[config.mk]
export PLATFORM = sky130hd
export DESIGN_NAME = elevator_motion_ctrl
export DESIGN_NICKNAME = d
export VERILOG_FILES = /design/src/rtl/elevator_motion_ctrl.sv
export SDC_FILE = /design/constraint.sdc
export NUM_CORES = 1
export LEC_CHECK = 0
export CAP_MARGIN = 20
export CORE_MARGIN = 2
export CORE_UTILIZATION = 42
export DETAILED_ROUTE_END_ITERATION = 12
export PLACE_DENSITY = 0.63
export SYNTH_ARGS = -nofsm -noshare
export SYNTH_HDL_FRONTEND = slang
export SYNTH_SLANG_ARGS = --single-unit
[constraint.sdc]
create_clock -name clk -period 2.15 [get_ports clk]
set_clock_uncertainty 0.2 [all_clocks]
set_input_delay 0.215 -clock clk [delete_from_list [all_inputs] [get_ports clk]]
set_output_delay 0.215 -clock clk [all_outputs]
set_load 0.05 [all_outputs]
[src/rtl/elevator_motion_ctrl.sv]
// ------------------------------------------------------------------------
// elevator_motion_ctrl: SCAN-policy car motion sequencer feeding the door
// controller with moving_up / moving_down / floor_reached.   rev 1.0
// ------------------------------------------------------------------------
`default_nettype none

module elevator_motion_ctrl #(
  parameter int NUM_FLOORS   = 4,
  parameter int FLOOR_W      = 2,
  parameter int TIMER_W      = 26,
  parameter int TRAVEL_TICKS = 50000000,
  parameter int DWELL_TICKS  = 30000000
) (
  input  logic                  clk,
  input  logic                  rst_n,
  input  logic [NUM_FLOORS-1:0] req_btn,
  output logic [FLOOR_W-1:0]    current_floor,
  output logic                  moving_up,
  output logic                  moving_down,
  output logic                  floor_reached,
  output logic [NUM_FLOORS-1:0] pending_req
);

  typedef enum logic [2:0] {
    IDLE      = 3'd0,
    MOVE_UP   = 3'd1,
    MOVE_DOWN = 3'd2,
    ARRIVE    = 3'd3,
    DWELL     = 3'd4
  } state_t;

  localparam logic [TIMER_W-1:0] TRAVEL_LAST = TIMER_W'(TRAVEL_TICKS - 1);
  localparam logic [TIMER_W-1:0] DWELL_LAST  = TIMER_W'(DWELL_TICKS - 1);
  localparam logic [FLOOR_W-1:0] TOP_FLOOR   = FLOOR_W'(NUM_FLOORS - 1);

  state_t                  state;
  state_t                  state_n;
  logic [FLOOR_W-1:0]      floor_n;
  logic [TIMER_W-1:0]      timer;
  logic [TIMER_W-1:0]      timer_n;
  logic                    last_dir_up;
  logic                    last_dir_up_n;
  logic [NUM_FLOORS-1:0]   pending_n;
  logic [NUM_FLOORS-1:0]   here_mask;
  logic                    calls_above;
  logic                    calls_below;

  always_comb begin
    here_mask   = '0;
    calls_above = 1'b0;
    calls_below = 1'b0;
    for (int i = 0; i < NUM_FLOORS; i++) begin
      here_mask[i] = (FLOOR_W'(i) == current_floor);
      if (FLOOR_W'(i) > current_floor) calls_above = calls_above | pending_req[i];
      if (FLOOR_W'(i) < current_floor) calls_below = calls_below | pending_req[i];
    end
  end

  always_comb begin
    state_n       = state;
    floor_n       = current_floor;
    timer_n       = timer;
    last_dir_up_n = last_dir_up;
    pending_n     = pending_req | req_btn;

    // The floor being served absorbs any press at that floor, even one arriving this cycle.
    if (state == ARRIVE || state == DWELL) pending_n = pending_n & ~here_mask;

    case (state)
      IDLE: begin
        timer_n = '0;
        if (|(pending_req & here_mask)) begin
          state_n = ARRIVE;
        end else if (last_dir_up && calls_above) begin
          state_n = MOVE_UP;
        end else if (calls_below) begin
          state_n       = MOVE_DOWN;
          last_dir_up_n = 1'b0;
        end else if (calls_above) begin
          state_n       = MOVE_UP;
          last_dir_up_n = 1'b1;
        end
      end
      MOVE_UP: begin
        if (timer == TRAVEL_LAST) begin
          timer_n = '0;
          floor_n = current_floor + 1'b1;
          if (pending_req[floor_n] || floor_n == TOP_FLOOR) state_n = ARRIVE;
        end else begin
          timer_n = timer + 1'b1;
        end
      end
      MOVE_DOWN: begin
        if (timer == TRAVEL_LAST) begin
          timer_n = '0;
          floor_n = current_floor - 1'b1;
          if (pending_req[floor_n] || floor_n == '0) state_n = ARRIVE;
        end else begin
          timer_n = timer + 1'b1;
        end
      end
      ARRIVE: begin
        timer_n = '0;
        state_n = DWELL;
      end
      DWELL: begin
        if (timer == DWELL_LAST) begin
          timer_n = '0;
          state_n = IDLE;
        end else begin
          timer_n = timer + 1'b1;
        end
      end
      default: begin
        timer_n = '0;
        state_n = IDLE;
      end
    endcase
  end

  // Outputs are decoded from the next state so they line up with the registered state.
  always_ff @(posedge clk or negedge rst_n) begin
    if (!rst_n) begin
      state         <= IDLE;
      current_floor <= '0;
      timer         <= '0;
      last_dir_up   <= 1'b1;
      pending_req   <= '0;
      moving_up     <= 1'b0;
      moving_down   <= 1'b0;
      floor_reached <= 1'b0;
    end else begin
      state         <= state_n;
      current_floor <= floor_n;
      timer         <= timer_n;
      last_dir_up   <= last_dir_up_n;
      pending_req   <= pending_n;
      moving_up     <= (state_n == MOVE_UP);
      moving_down   <= (state_n == MOVE_DOWN);
      floor_reached <= (state_n == ARRIVE) || (state_n == DWELL);
    end
  end

endmodule

`default_nettype wire

==> results of run 1 <==
-- routing by layer --
layer  global-route usage, %  vias to the layer above
met2                    26.5                       35
met5                       0                        -
met3                    3.97                        7
li1                        -                      856
met1                    23.9                      838
met4                    5.65                        0
-- cell type report --
type | instances | area share (%)
well taps | 70 | 3.27
repair buffers | 36 | 12.2
clock inverters | 1 | 0.187
clock buffers | 6 | 3.08
inverters | 10 | 1.40
multi-input cells | 172 | 43.3
flip-flops and latches | 39 | 36.6
-- power by group through the flow --
stage               Clock, uW  Sequential, uW  Combinational (uW)
floorplan                   0             878                 145
global placement            0             883                 239
detailed placement          0             885                 243
CTS                       512             871                 249
global route              546             882                 279
finish                    497             872                 247
-- cells in the final DEF, fill, tap and decap left out, types with 3 or more instances in the layout --
| master | netlist | routed |
|---|---|---|
| a21oi_1 | 9 | 8 |
| a31oi_1 | 3 | 3 |
| and2_1 | 3 | 3 |
| and3_1 | 3 | 3 |
| buf_4 | 0 | 19 |
| clkbuf_8 | 0 | 6 |
| clkdlybuf4s50_1 | 0 | 13 |
| dfrtp_1 | 38 | 36 |
| ha_1 | 7 | 4 |
| ha_2 | 0 | 3 |
| inv_1 | 10 | 9 |
| nand2_1 | 13 | 13 |
| nand3_1 | 14 | 14 |
| nand4_1 | 8 | 8 |
| nor2_1 | 39 | 39 |
| nor3_1 | 8 | 8 |
| o21ai_0 | 4 | 4 |
| xnor2_1 | 9 | 9 |
| xor2_1 | 16 | 16 |
-- cell usage after synthesis, types with 4 or more instances --
library cell	number	area, um2
nand3_1	14	70.1
ha_1	7	87.6
nor2_1	39	146
nor3_1	8	40.0
dfrtp_1	38	951
inv_1	10	37.5
o21ai_0	4	20.0
nand2_1	13	48.8
xnor2_1	9	78.8
a21oi_1	9	45.0
xor2_1	16	140
nand4_1	8	50.1
-- logic make-up (layout without fill, tap and decap cells) --
| kind of cell | count (synthesis) | count (layout) | share of synthesized area (%) |
|---|---|---|---|
| simple gates | 109 | 109 | 25.9 |
| compound gates | 28 | 28 | 8.75 |
| buf+inv | 15 | 53 | 3.30 |
| flops | 39 | 39 | 45.3 |
| mux | 3 | 3 | 2.55 |
| fa+ha+maj | 7 | 7 | 4.06 |
| xor+xnor | 25 | 25 | 10.1 |
-- worst min-delay path by stage --
stage	cells after the start	startpoint	slack, ns	end
3_3_place_gp	1	rst_n	0.0006	pending_req[2]
4_1_cts	2	rst_n	0.23	timer[24]
2_1_floorplan	0	rst_n	-0.28	current_floor[0]
6_report	2	rst_n	0.21	pending_req[2]
3_5_place_dp	1	rst_n	0.007	pending_req[2]
5_1_grt	2	rst_n	0.28	pending_req[2]
-- per-stage QoR --
stage / worst slack [ns] / std cells / power (uW)
5_1_grt: -0.00930 / 334 / 1710
2_1_floorplan: 0.0340 / 226 / 1020
3_5_place_dp: -0.0225 / 325 / 1130
6_report: 0.0630 / 334 / 1620
4_1_cts: 0.0305 / 333 / 1630
3_3_place_gp: -0.00544 / 325 / 1120
-- flip-flops by register name (all words and copies together) (netlist names) --
signal and flops:
current_floor 2, state 3, floor_reached 1, pending_req 4, moving_down 1, last_dir_up 1, moving_up 1, timer 26
-- what timing repair did --
item | 4_1_cts | 5_1_grt
hold buffers | 1 | 0
hold endpoints to repair | 18 | 0
pin swaps | 0 | 4
endpoints found under the setup margin | 25 | 30
resized for setup | 2 | 10
buffers inserted | 0 | 1
==> impl_results.md, run 1 <==
- Seq/Total Area, Yosys: 45.3%
- Nets@finish: 277
- Gate power share: 15.3%
- TritonCTS clock tree: built
- CP delay by family, top: simple AND/OR/NAND/NOR gates
- Antenna Nets Post-Route: 0
- CP startpoint: timer[11]
- Multi-input gate area: 1160 um2
- Hpwl dp: between 3 and 4 mm
- Reg-to-reg startpoint: timer[11]
- Ratio of cells with drive above 1 in the final layout: 18.9%
- Crit path depth: 5
- Kind of critical path: reg2reg
- Root buffer cell: clkbuf_8
- Hold/Removal Path Class: in2async
- Crit start category: flop
- Final period demand of the worst path: 2.09 ns
- Seq pwr share: 54.0%
- Area grow syn2layout: 24.2%
- Port bufs: 14
- Number of synthesized flops with an enable pin: 0
- Met2 wire len: 2.10 mm
- Placement row count: 26
- Largest net degree at the start of global routing: 26
- Reg-to-Reg End: current_floor[1]
- Crit. End Element: flop
- First-pass GRT wire length: 7.47 mm
- Peak Freq: 479 MHz
- Diode count: 0
- Initial antenna violation count: 0
- Crit path largest cell delay: ~0.45 ns
- Detailed Route Iter0 Violations: 118
- DP Area: 2520 um2
- Least-Margin Pin Slew: between 0.5 and 0.6 ns
- Final number of max-transition violations: 0
- Vias: 1,736
- Reg clk slew, reported paths: about 0.080 ns
- Worst hold slack: 0.214 ns
- Overflow after GRT: 0
- Syn Inst Count: 226
- Endpoints failing setup: 0
- Number of global-route vias before repair: around 1,600
- Chip width: 75.7 um
- Wire per inst: approximately 14 um
- Clk buf depth: 2
- Total track usage: 17.2%
- Sw Ratio: 26.8%
- Slew HR: about two thirds
- Pre-antenna DRT Iters: 4
- Vias per Instance: 5.20
- WP data required: 2.17 ns
- Post-route clock period utilization: a little over nine tenths
- Internal power: 1180 uW
- Met1 wire length: 2.20 mm
- Initial core utilization: ~43%
- Worst EP arrival: between 2 and 2.5 ns
- Worst path slowest cell: or4_1
- Fill count: 473
- Final instance area: 2680 um2
- TNS Setup: 0 ns
- Synth Cell Area: 2160 um2
- Hold Fails Final Rpt: 0
- CP cell instances: or3b_4 -> nor4_4 -> nand3_4 -> or4_1 -> nand4_1
- Clk pwr share: 30.7%
- CTS Sinks: 39
- Main synth FF type: dfrtp_1
- Die area: 5730 um2
- Share of async-settable or async-resettable flops after synthesis: 100%
- Buf/Inv on CP: 0
- Layout Utilization: roughly 53%
- Reg2reg path depth: 5
- Outcome: complete, no violations
- Gp weighted congestion: ~0.85
- Die Span Y: 75.7 um
- CTS Buf Count: 5
- Worst skew pair latency: 0.29 ns
- Synth Warn #: 0
- Peak supply drop: about 0.00056 V
- Synth Area per Inst: 9.55 um2
- R2r setup slk: 0.06 ns
- Core area: ~5000 um2
- Worst Setup EP: current_floor[1]
- Drt drc: 0
- FF/Latch Area: 980 um2
- Detailed Route WL: 4.53 mm
- Top sig layer: met4
- Power Dens Cells: 603 nW/um2
- Synthesized flop and latch total: 39
- Psw: about 430 uW
- Metal3 WL: between 150 and 200 um
- H-Tree Depth: 2
- IO Pins: 15
- Synth Net Count: 239
- CP Max Fanout: 7
- Max-Cap Viols: 0
- Netlist cell types: 45
- Pleak: 0.00114 uW
(Power assumes the default switching activity.)
==> run 2: changes to the inputs <==
--- a/config.mk
+++ b/config.mk
@@ -9,7 +9,8 @@
 export CORE_MARGIN = 2
 export CORE_UTILIZATION = 42
 export DETAILED_ROUTE_END_ITERATION = 12
-export PLACE_DENSITY = 0.63
+export GPL_ROUTABILITY_DRIVEN = 0
+export PLACE_DENSITY = 0.61
 export SYNTH_ARGS = -nofsm -noshare
 export SYNTH_HDL_FRONTEND = slang
 export SYNTH_SLANG_ARGS = --single-unit
==> constraint.sdc (replaced) <==
create_clock -name clk -period 2.4 [get_ports clk]
set_clock_uncertainty 0.2 [all_clocks]
set_input_delay 0.24 -clock clk [delete_from_list [all_inputs] [get_ports clk]]
set_output_delay 0.24 -clock clk [all_outputs]
set_load 0.05 [all_outputs]
==> run 2 against run 1 <==
  * Total power shrank 6.5%
  * Highest routed layer unchanged
  * Routed wire length shrank 2.9%
  * Critical path type unchanged
  * Combinational power shrank 31%
==> impl_results.md, run 2 (synthesis results as in run 1) <==
- Worst skew pair latency: 0.29 ns (about the same)
- Initial core utilization: 42.8% (unchanged)
- Number of global-route vias before repair: 1,611 (was 1,641)
- Detailed Route Iter0 Violations: 116 (was 118)
- Kind of critical path: reg2reg (unchanged)
- TritonCTS clock tree: built (unchanged)
- Fill count: 497 (was 473)
- Placement row count: 26 (unchanged)
- CP cell instances: or3b_1 -> nor4_4 -> nand3_4 -> a21oi_4 -> buf_12 -> nor2_1 (was or3b_4 -> nor4_4 -> nand3_4 -> or4_1 -> nand4_1)
- Diode count: 0 (unchanged)
- Pre-antenna DRT Iters: 4 (unchanged)
- Worst EP arrival: 2.20 ns (was 2.10 ns)
- CP startpoint: timer[11] (unchanged)
- Slew HR: 40.7% (was 65.0%)
- Leading cell type in the layout, fill and taps excluded: nor2_1 (unchanged)
- Ratio of cells with drive above 1 in the final layout: 10.0% (was 18.9%)
- Port bufs: 14 (unchanged)
- Buf/Inv on CP: 1 (was 0)
- Crit path largest cell delay: 0.43 ns (was 0.45 ns)
- Final period demand of the worst path: 2.22 ns (was 2.09 ns)
- Post-route clock period utilization: 92.4% (was 97.1%)
- Largest net degree at the start of global routing: 40 (was 26)
- CP delay by family, top: simple AND/OR/NAND/NOR gates (unchanged)
- Initial antenna violation count: 0 (unchanged)
- Reg clk slew, reported paths: 0.08 ns (about the same)
- Hold/Removal Path Class: reg2reg (was in2async)
- Biggest register: timer (unchanged)
- TNS Setup: 0 ns (unchanged)
- Drt drc: 0 (unchanged)
- Endpoints failing setup: 0 (unchanged)
- Area grow syn2layout: 17.9% (was 24.2%)
- CTS Buf Count: 5 (unchanged)
- Vias: 1,692 (was 1,736)
- Worst hold slack: 0.260 ns (was 0.214 ns)
- Post-CTS setup buffer count: 0 (unchanged)
- Crit start category: flop (unchanged)
- Chip width: 75.7 um (unchanged)
- Detailed Route WL: 4.40 mm (was 4.53 mm)
- Worst path slowest cell: dfrtp_1 (was or4_1)
- WP data required: 2.38 ns (was 2.17 ns)
- Crit. End Element: flop (unchanged)
- Least-Margin Pin Slew: 0.889 ns (was 0.517 ns)
- H-Tree Depth: 2 (unchanged)
- RSZ-0062 raised after global routing: false
- Peak Freq: 451 MHz (was 479 MHz)
- Outcome: complete, no violations (unchanged)
- Die Span Y: 75.7 um (unchanged)
- Antenna Nets Post-Route: 0 (unchanged)
- Overflow after GRT: 0 (unchanged)
- Wire per inst: 13.7 um (was 13.6 um)
- Pleak: 0.00107 uW (was 0.00114 uW)
- Max-Cap Viols: 0 (unchanged)
- Most frequent cells in the layout: nor2_1 (39), dfrtp_1 (38), xor2_1 (16), nand3_1 (14) (was nor2_1 (39), dfrtp_1 (36), buf_4 (19), xor2_1 (16), nand3_1 (14))
- CTS Sinks: 39 (unchanged)
- Final number of max-transition violations: 0 (unchanged)
- Hpwl dp: 3.07 mm (was 3.26 mm)
- Peak supply drop: 0.000454 V (was 0.000558 V)
- Vias per Instance: 5.29 (was 5.20)
- Root buffer cell: clkbuf_8 (unchanged)
- Core area: 5040 um2 (unchanged)
- Clk buf depth: 2 (unchanged)
- CP Max Fanout: 21 (was 7)
- Beginning of the worst hold path: timer[0]
- Hold Fails Final Rpt: 0 (unchanged)
- Nets@finish: 262 (was 277)
- Max FFs per register: 26 (unchanged)
- Largest registers: timer (26), pending_req (4), state (3) (unchanged)
- Die area: 5730 um2 (unchanged)
- IO Pins: 15 (unchanged)
- Power Dens Cells: 594 nW/um2 (was 603 nW/um2)
- Total track usage: 16.5% (was 17.2%)
- Reg-to-reg startpoint: timer[11] (unchanged)
- First-pass GRT wire length: 7.34 mm (was 7.47 mm)
## run 2: changes by cell type in the layout (fill, tap and decap cells not counted), sizes merged
cell	change
bufinv	+1
clkbuf	-1
buf	-15
clkinv	+1
## run 2: worst register-to-register path, stage by stage (launching register included)
cell     delay (ns)
dfrtp_1        0.43
or3b_1         0.44
nor4_4         0.31
nand3_4        0.19
a21oi_4        0.29
buf_12         0.19
nor2_1         0.07
## run 2: per-layer routing
| layer | global-route usage, % | vias to the layer above | part of all wire (%) |
|---|---|---|---|
| met2 | 26.8 | 19 | 47 |
| met3 | 3.57 | 2 | 2.1 |
| li1 | - | 834 | - |
| met4 | 4.09 | 0 | 0.50 |
| met5 | 0 | - | 0 |
| met1 | 22.6 | 837 | 51 |
## run 2: power by group
group,total (uW),leakage (uW),switching [uW],internal (uW)
registers,789,0.000497,65.3,724
clock network,551,0.0000581,241,310
logic,171,0.000519,90.2,80.5
total,1510,0.00107,396,1110
## run 2: worst paths after layout
kind	to	slack [ns]	cells after the start
worst min-delay path	timer[0]	0.26	1
max in group asynchronous	state[2]	1.04	2
worst min register to register	timer[0]	0.26	1
min in group asynchronous	pending_req[2]	0.40	2
worst max register to register	timer[25]	0.18	6
worst max-delay path	timer[25]	0.18	6
## run 2: metrics by stage
step           total power [uW]  instances  instance area (um2)  worst slack, ns  util (%)
6_report                   1510        320                 2540            0.183      50.4
4_1_cts                    1530        320                 2530            0.106      50.1
2_1_floorplan               916        226                 2160           0.0505         -
3_5_place_dp                970        311                 2400            0.113      47.7
5_1_grt                    1600        320                 2540           0.0349      50.4
3_3_place_gp                967        311                 2400            0.170      47.7
## run 2: layout make-up
type,count,area [um2],share of cell area [%]
multi-input combinational,172,1130,44.3
sequential,39,977,38.4
timing repair buffer,21,203,7.97
tap,70,87.6,3.44
clock buffer,5,68.8,2.71
clock inverter,3,43.8,1.72
inverter,10,37.5,1.48
## run 2: repair_timing
| item | CTS | global route |
|---|---|---|
| hold buffers | 1 | 0 |
| endpoints found under the setup margin | 0 | 24 |
| gates resized for setup | 0 | 2 |
| endpoints found under the hold margin | 38 | 0 |
==> run 3: changes to the inputs <==
--- a/config.mk
+++ b/config.mk
@@ -10,7 +10,6 @@
 export CORE_UTILIZATION = 42
 export DETAILED_ROUTE_END_ITERATION = 12
 export GPL_ROUTABILITY_DRIVEN = 0
-export PLACE_DENSITY = 0.61
 export SYNTH_ARGS = -nofsm -noshare
 export SYNTH_HDL_FRONTEND = slang
 export SYNTH_SLANG_ARGS = --single-unit
==> run 3 against run 2 <==
  * Non-clock buffer count stayed put
  * Via count is 2.6% lower
  * Total power is 6.9% lower
  * Utilization is 0.94 points lower
  * Flip-flop and latch count stayed put
  * Cell count stayed put
  * Combinational power hardly changed
  * Routed wire length is 2.6% higher
  * First-iteration DRC count is 51% lower
  * Hold slack worse by 0.0022 ns
  * Count of clock-buffer cells in the layout is 1 higher
  * Critical path type unchanged
  * Critical endpoint is now current_floor[0]
  * Largest cell class unchanged
  * Largest power group unchanged
  * Highest routed layer unchanged
==> impl_results.md, run 3 (synthesis results as in run 1) <==
- Outcome: complete, no violations (unchanged)
- Biggest register: timer (unchanged)
- Endpoints failing setup: 0 (unchanged)
- R2r setup slk: 0.19 ns (was 0.18 ns)
- Worst hold slack: 0.257 ns (was 0.260 ns)
- Crit. End Element: flop (unchanged)
- Least-Margin Pin Slew: 0.862 ns (was 0.889 ns)
- Pre-antenna DRT Iters: 4 (unchanged)
- Die Span Y: 75.7 um (unchanged)
- Number of global-route vias before repair: 1,624 (was 1,611)
- Reg-to-Reg End: current_floor[0] (was timer[25])
- Beginning of the worst hold path: timer[0] (unchanged)
- TritonCTS clock tree: built (unchanged)
- Diode count: 0 (unchanged)
- IO Pins: 15 (unchanged)
- Multi-input gate area: 1120 um2 (was 1130 um2)
- Overflow after GRT: 0 (unchanged)
- Initial core utilization: 42.8% (unchanged)
- Hpwl dp: 3.25 mm (was 3.07 mm)
- Placed insts: 311 (unchanged)
- Largest net degree at the start of global routing: 40 (unchanged)
- Chip width: 75.7 um (unchanged)
- CP Max Fanout: 7 (was 21)
- Final period demand of the worst path: 2.21 ns (was 2.22 ns)
- PnR worst setup slack: 0.194 ns (was 0.183 ns)
- Drt drc: 0 (unchanged)
- Reg clk slew, reported paths: 0.08 ns (about the same)
- Fill count: 470 (was 497)
- Worst Hold Path EP: timer[0] (unchanged)
- Peak supply drop: 0.000409 V (was 0.000454 V)
- Pleak: 0.00105 uW (was 0.00107 uW)
- Die area: 5730 um2 (unchanged)
- Slew HR: 42.5% (was 40.7%)
- Worst EP arrival: 2.23 ns (was 2.20 ns)
- Power Dens Cells: 563 nW/um2 (was 594 nW/um2)
- Placement row count: 26 (unchanged)
- Vias per Instance: 5.15 (was 5.29)
- TNS Setup: 0 ns (unchanged)
- Port bufs: 14 (unchanged)
- Antenna Nets Post-Route: 0 (unchanged)
- Max-Cap Viols: 0 (unchanged)
- Vias: 1,648 (was 1,692)
- Overall Power: 1410 uW (was 1510 uW)
- Post-route clock period utilization: 91.9% (was 92.4%)
- Reg-to-reg startpoint: timer[0] (was timer[11])
- CTS Buf Count: 5 (unchanged)
- Leading cell type in the layout, fill and taps excluded: nor2_1 (unchanged)
- Wire per inst: 14.1 um (was 13.7 um)
- Detailed Route Iter0 Violations: 57 (was 116)
- RSZ-0062 raised after global routing: false (unchanged)
- Crit start category: flop (unchanged)
- Clk buf depth: 2 (unchanged)
- Max FFs per register: 26 (unchanged)
- Ratio of cells with drive above 1 in the final layout: 9.60% (was 10.0%)
- Core area: 5040 um2 (unchanged)
- Root buffer cell: clkbuf_8 (unchanged)
- Hold/Removal Path Class: reg2reg (unchanged)
- Kind of critical path: reg2reg (unchanged)
- Post-route insts no fill: 320 (unchanged)
- Peak Freq: 453 MHz (was 451 MHz)
- Most frequent cells in the layout: nor2_1 (39), dfrtp_1 (38), xor2_1 (16), nand3_1 (14) (unchanged)
- H-Tree Depth: 2 (unchanged)
- Detailed Route WL: 4.51 mm (was 4.40 mm)
- Reg2reg path depth: 6 (unchanged)
- Largest registers: timer (26), pending_req (4), state (3) (unchanged)
- Hold depth: 1 (unchanged)
- WP data required: 2.42 ns (was 2.38 ns)
- Area grow syn2layout: 15.7% (was 17.9%)
- Nets@finish: 262 (unchanged)
- First-pass GRT wire length: 7.49 mm (was 7.34 mm)
- Worst skew pair latency: 0.30 ns (was 0.29 ns)
- CTS Sinks: 39 (unchanged)
- Final number of max-transition violations: 0 (unchanged)
- Place WS: 0.136 ns (was 0.113 ns)
- Hold Fails Final Rpt: 0 (unchanged)
- Total track usage: 17.5% (was 16.5%)
- FF/Latch Area: 977 um2 (unchanged)
- Initial antenna violation count: 0 (unchanged)
## run 3: changes by cell type in the layout (fill, tap and decap cells not counted), sizes merged
| cell | before | now |
|---|---|---|
| bufinv | 1 | 0 |
| clkinv | 2 | 1 |
| clkinvlp | 0 | 1 |
| clkbuf | 5 | 6 |
## run 3: final cells by class
cell class / count / area share [%]
Clock buffer: 6 / 2.91
Clock inverter: 2 / 0.501
Inverter: 10 / 1.50
Multi-Input combinational cell: 172 / 44.8
Sequential cell: 39 / 39.1
Tap cell: 70 / 3.51
Timing Repair Buffer: 21 / 7.62
## run 3: worst max-delay path: stages (launching register included)
cell	delay, ns
dfrtp_1	0.37
ha_1	0.22
nand4_1	0.24
nor4_4	0.32
nand3_2	0.23
a211oi_1	0.39
xnor2_1	0.17
## run 3: per-layer routing
metal	wire length (um)	vias up	track usage, %
li1	-	833	-
met1	2220	780	23.6
met2	2120	30	28.7
met3	131	5	3.97
met4	46	0	4.68
met5	0	-	0
## run 3: power breakdown
group	total, uW	internal, uW	switching [uW]
logic	171	80.5	90.8
clock network	441	203	238
registers	793	724	69.6
## run 3: worst max-delay path by stage
stage | start | end | cells after the start
3_5_place_dp | timer[0] | timer[23] | 7
2_1_floorplan | current_floor[0] | moving_down | 7
6_report | timer[0] | current_floor[0] | 6
3_3_place_gp | timer[0] | timer[14] | 7
5_1_grt | timer[0] | current_floor[0] | 6
4_1_cts | timer[0] | timer[3] | 7
## run 3: per-stage QoR
step                      area, um2  util, %
after global placement         2390     47.4
after floorplan                2160        -
after detailed placement       2390     47.4
after global routing           2500     49.5
final                          2500     49.5
after CTS                      2490     49.3
## run 3: what timing repair did
item | CTS | global route
hold buffers | 1 | 0
endpoints found under the setup margin | 0 | 3
resized for setup | 0 | 1
buffers inserted | 0 | 0
endpoints found under the hold margin | 38 | 0
